**src/rtl/serial_adder_pkg.sv**
```systemverilog
// Shared constants for the bit-serial adder controller: default width and FSM state encoding.
package serial_adder_pkg;

  localparam int DEFAULT_WIDTH = 8;

  typedef enum logic [1:0] {
    IDLE  = 2'd0,
    SHIFT = 2'd1,
    DONE  = 2'd2
  } state_e;

  // Plain-vector aliases of the enum, kept for older consumers of the state bus.
  localparam logic [1:0] ST_IDLE  = IDLE;
  localparam logic [1:0] ST_SHIFT = SHIFT;
  localparam logic [1:0] ST_DONE  = DONE;

endpackage

```
**src/rtl/serial_adder_ctrl_full_adder.sv**
```systemverilog
// One-bit full adder: two cascaded half-adder stages with the stage carries ORed together.
module full_adder (
  input  logic a,
  input  logic b,
  input  logic cin,
  output logic sum,
  output logic cout
);

  logic ha0_sum;
  logic ha0_carry;
  logic ha1_carry;

  assign ha0_sum   = a ^ b;
  assign ha0_carry = a & b;

  assign sum       = ha0_sum ^ cin;
  assign ha1_carry = ha0_sum & cin;

  assign cout      = ha0_carry | ha1_carry;

endmodule

```
**src/rtl/serial_adder_ctrl.sv**
```systemverilog
// Bit-serial adder controller. It processes one bit per clock, LSB first, over WIDTH cycles.
// Defining SERIAL_ADDER_SUB_EN adds the sub input, which selects a - b (carry=1 means no borrow).
//
// state | meaning
// IDLE  | waiting for start; sum/carry hold the last result
// SHIFT | one full-adder step per cycle, WIDTH cycles
// DONE  | single-cycle done pulse, result valid
module serial_adder_ctrl
  import serial_adder_pkg::*;
#(
  parameter int WIDTH = DEFAULT_WIDTH
) (
  input  logic             clk,
  input  logic             rst_n,
  input  logic             start,
  input  logic [WIDTH-1:0] a,
  input  logic [WIDTH-1:0] b,
`ifdef SERIAL_ADDER_SUB_EN
  input  logic             sub,
`endif
  output logic             busy,
  output logic             done,
  output logic [WIDTH-1:0] sum,
  output logic             carry
);

  localparam int CW = $clog2(WIDTH + 1);
  localparam logic [CW-1:0] LAST = CW'(WIDTH - 1);

  logic [1:0]       state;
  logic [WIDTH-1:0] a_sh;
  logic [WIDTH-1:0] b_sh;
  logic [WIDTH-1:0] sum_sh;
  logic             carry_r;
  logic [CW-1:0]    cnt;
  logic             sub_mode;
  logic             fa_sum;
  logic             fa_cout;

`ifdef SERIAL_ADDER_SUB_EN
  assign sub_mode = sub;
`else
  assign sub_mode = 1'b0;
`endif

  full_adder u_fa (
    .a    (a_sh[0]),
    .b    (b_sh[0]),
    .cin  (carry_r),
    .sum  (fa_sum),
    .cout (fa_cout)
  );

  always_ff @(posedge clk) begin
    if (!rst_n) begin
      state   <= ST_IDLE;
      a_sh    <= '0;
      b_sh    <= '0;
      sum_sh  <= '0;
      carry_r <= 1'b0;
      cnt     <= '0;
    end else begin
      case (state)
        ST_IDLE: begin
          if (start) begin
            a_sh    <= a;
            // Subtraction uses the inverted B operand with a carry-in of 1 (two's complement).
            b_sh    <= b ^ {WIDTH{sub_mode}};
            carry_r <= sub_mode;
            cnt     <= '0;
            state   <= ST_SHIFT;
          end
        end
        ST_SHIFT: begin
          a_sh    <= a_sh >> 1;
          b_sh    <= b_sh >> 1;
          sum_sh  <= (sum_sh >> 1) | (WIDTH'(fa_sum) << (WIDTH - 1));
          carry_r <= fa_cout;
          cnt     <= cnt + CW'(1);
          if (cnt == LAST) begin
            state <= ST_DONE;
          end
        end
        ST_DONE: begin
          state <= ST_IDLE;
        end
        default: begin
          state <= ST_IDLE;
        end
      endcase
    end
  end

  assign busy  = (state == ST_SHIFT);
  assign done  = (state == ST_DONE);
  assign sum   = sum_sh;
  assign carry = carry_r;

endmodule

```
**config.mk**
```make
export PLATFORM = sky130hd
export DESIGN_NAME = serial_adder_ctrl
export DESIGN_NICKNAME = d
export VERILOG_FILES = /design/src/rtl/serial_adder_pkg.sv /design/src/rtl/serial_adder_ctrl_full_adder.sv /design/src/rtl/serial_adder_ctrl.sv
export SDC_FILE = /design/constraint.sdc
export NUM_CORES = 1
export LEC_CHECK = 0
export BUFFER_PORTS_ARGS = -buffer_cell sky130_fd_sc_hd__buf_2
export CAP_MARGIN = 0
export CORE_ASPECT_RATIO = 1.5
export CORE_UTILIZATION = 52
export DETAILED_ROUTE_END_ITERATION = 10
export PLACE_DENSITY = 0.77
export SYNTH_ARGS = -nofsm -noshare
export SYNTH_HDL_FRONTEND = slang
export SYNTH_HIERARCHICAL = 1
export SYNTH_SLANG_ARGS = --single-unit
```
**constraint.sdc**
```tcl
create_clock -name clk -period 1.48 [get_ports clk]
set_input_delay 0.074 -clock clk [delete_from_list [all_inputs] [get_ports clk]]
set_output_delay 0.074 -clock clk [all_outputs]
set_load 0.01 [all_outputs]
```
==> impl_metrics.csv <==
group,metric,value,unit
final_layout,area_delta_synth_final,16.6,%
setup_path,path_buf_inv,2,
placed_design,dp_hpwl,1.97,mm
yosys,synthesis.nets,181,
placed_design,place_congestion,0.704,
hold_path,min_path_cells,2,
yosys,synth_cell_type_count,28,
floorplan,initial_core_util,0.559,
yosys,post_synth_mux_area_share,0,
setup_path,reg2reg_setup_slack,170,ps
grt,overflow,0,
yosys,main_combinational_cell_family_by_area_after_synthesis,"compound AO/OA/AOI/OAI gates",
sta,setup_violations,0,
clock_network,ctsHtreeMaxLevel,2,
routing,avgRoutedWirePerCell,13.6,microns
setup_path,crit_path_max_incr_delay,410,ps
power_and_ir_drop,overall_power_of_the_completed_layout,1.71,mW
yosys,synth-edff-count,0,
setup_path,r2r-end,"b_sh[2]$_SDFFE_PN0P_",
yosys,synth_area_leader_cell,"dfxtp_1",
setup_path,ff2ff_path_depth,4,
setup_path,cp_num_cells,3,
yosys,synth_xor_area_frac,0,
grt,grt_max_degree,23,
setup_path,cp_data_required_time,1410,ps
final_layout,final_cell_count_no_fill,214,
grt,grt_antenna_before_repair,0,
sta,report.final.hold_viol_count,0,
job,max_capacitance_violation_count,0,
yosys,synth-seq-cells,31,
final_layout,nets_final,210,
sta,period_needed,1310,ps
yosys,post_synth_and_or_nand_nor_area_fraction,0.204,
yosys,share_of_the_synthesized_area_in_the_top_cell_type,0.448,
clock_network,clock_sink_count,31,
yosys,syn-instance-count,160,
sta,timing.clock.skew,5.05,ps
hold_path,min_delay_worst_endpoint,"a_sh[4]$_SDFFE_PN0P_",
placed_design,io_buffer_count,29,
yosys,synth-async-reset-ratio,0,
sta,max_freq,761,MHz
grt,first_pass_grt_wire_length,5.03,mm
power_and_ir_drop,peakVddDrop,790,uV
routing,drt_pass1_iterations,6,
routing,dr_total_vias,1212,
grt,grt_util_all_layers,0.233,
sta,slew_headroom,0.584,
clock_network,root_buffer,"clkbuf_4",
sta,worst-slew-pin-transition,624,ps
setup_path,crit-reg2reg-launch,"state[0]$_SDFFE_PN0P_",
final_layout,n_antenna_cell,0,
yosys,seq_area_frac_synth,0.448,
yosys,synthMostInstantiatedCell,"dfxtp_1",
yosys,post_synth_most_frequent_cells,"dfxtp_1 (31), nor2_1 (20), nand2_1 (19)",
power_and_ir_drop,leakage,0.687,nW
setup_path,worst-endpoint-arrival,1240,ps
sta,final_critical_path_setup_slack,165,ps
yosys,synth_adder_area_share,0.0235,
setup_path,timing.critical_path.from_type,"register",
sta,rsz0062_at_grt,"no",
yosys,syn-cell-area,1380,sq um
clock_network,cts_inserted_buffers,5,
clock_network,cts_tree,"yes",
sta,setup_tns,0,ps
sta,worst_hold_slack,88.7,ps
yosys,avgSynthCellArea,8.65,sq um
routing,drt-vias-per-instance,5.66,
placed_design,dp.cells,204,
floorplan,core-area,2480,sq um
grt,grt_pass1_vias,1146,
routing,drc,0,
placed_design,pre_cts_ws,108,ps
floorplan,die_area,2880,sq um
yosys,share_of_the_synthesized_area_in_compound_gates_ao_oa_aoi_oai,0.248,
clock_network,clock_insertion_delay_worst_skew,330,ps
setup_path,critical_path.cell_chain,"nand2b_4 -> clkinvlp_4 -> buf_2",
clock_network,cts_hold_repair.buffers,0,
floorplan,ios,30,
clock_network,worst_setup_hold_path_clk_slew,100,ps
routing,postRouteAntennaNets,0,
setup_path,worst_path_max_delay_cell,"dfxtp_1",
sta,final_max_slew_viol_count,0,
power_and_ir_drop,powerDensity,1060,nW/um^2
hold_path,hold_path.class,"in2reg",
yosys,most_used_flip_flop_cell_after_synthesis,"dfxtp_1",
final_layout,drive_above_1_share,0.289,
setup_path,cp_top_family,"flip-flops",
status,run_status,"finished clean",
yosys,ys.warnings.count,6,
setup_path,critical_path_class,"reg2out",
floorplan,floorplan.die.height,65.2,microns
routing,initialDrtViolationCount,25,
floorplan,chipWidth,44.1,microns
routing,wl,2.91,mm
clock_network,cts.path.max_buffers,2,
yosys,synth_top_cells_by_area,"dfxtp_1 (45%), o221a_2 (7.3%), a21oi_1 (6.5%)",
hold_path,hold_path_origin,"rst_n",
sta,finalCritPeriodShare,0.888,
setup_path,path_max_fanout,11,
setup_path,capturing_element_type_of_the_critical_path,"output port",
floorplan,row_count,22,
[worst max-delay path by stage]
stage,start,endpoint,slack [ps]
6_report,state[1]$_SDFFE_PN0P_,busy,170
5_1_grt,state[0]$_SDFFE_PN0P_,b_sh[6]$_SDFFE_PN0P_,70
4_1_cts,state[0]$_SDFFE_PN0P_,a_sh[1]$_SDFFE_PN0P_,90
3_5_place_dp,state[0]$_SDFFE_PN0P_,b_sh[1]$_SDFFE_PN0P_,110
3_3_place_gp,state[0]$_SDFFE_PN0P_,a_sh[3]$_SDFFE_PN0P_,170
2_1_floorplan,state[0]$_SDFFE_PN0P_,b_sh[1]$_SDFFE_PN0P_,320
[state kept, by name, indices dropped and copies added, names as in the netlist]
signal  flops
sum         8
b_sh        8
state       2
a_sh        8
carry       1
cnt         4
[cells by family after synthesis]
group / Yosys count
flip-flops: 31
adder cells (fa/ha/maj): 2
AO/OA/AOI/OAI: 46
AND/OR/NAND/NOR: 59
buffers and inverters: 22
[cell type report]
class,instances,area (sq um)
Multi-Input combinational cell,107,667
Inverter,9,37.5
Tap cell,24,30.0
Timing Repair Buffer,35,190
Fill cell,217,863
Clock buffer,8,68.8
Sequential cell,31,621
[stage by stage]
step / utilization / area (sq um)
2_1_floorplan: - / 1380
3_3_place_gp: 0.613 / 1520
3_5_place_dp: 0.613 / 1520
4_1_cts: 0.648 / 1610
5_1_grt: 0.652 / 1610
6_report: 0.652 / 1610
[power breakdown]
| part | internal (mW) | switching (mW) |
|---|---|---|
| Clock | 0.279 | 0.290 |
| Sequential | 0.880 | 0.0290 |
| Combinational | 0.111 | 0.120 |
[cell usage in the layout, fill, tap and decap left out, drive strengths merged]
cell	count
nor4bb	1
nand2	19
o21bai	1
nor2b	9
nor2	21
a31oi	3
buf	35
clkbuf	8
nor3b	1
a22oi	2
a21oi	18
dfxtp	31
fa	1
a221oi	5
o221a	9
nor4	1
nand2b	1
inv	8
clkinvlp	1
nand3b	2
nand3	3
a22o	5
o31ai	1
or3	1
a211oi	2
ha	1
[worst register-to-register path: stages (launching register included)]
cell,delay [ps]
dfxtp_1,450
buf_4,270
nor2_1,80
a22o_1,190
a221oi_1,240
[metal layers]
layer  share of wire  vias to the layer above  GRT usage
met5               0                        -          0
met3           0.031                        4     0.0659
met2            0.53                       26      0.404
li1                -                      621          -
met1            0.43                      561      0.260
met4           0.011                        0     0.0909
[repair_timing]
item | CTS | global route
gates cloned | 0 | 0
resized for setup | 1 | 2
setup buffers | 2 | 0
endpoints found under the setup margin | 1 | 13
hold endpoints to repair | 0 | 0
(Power assumes the default switching activity.)
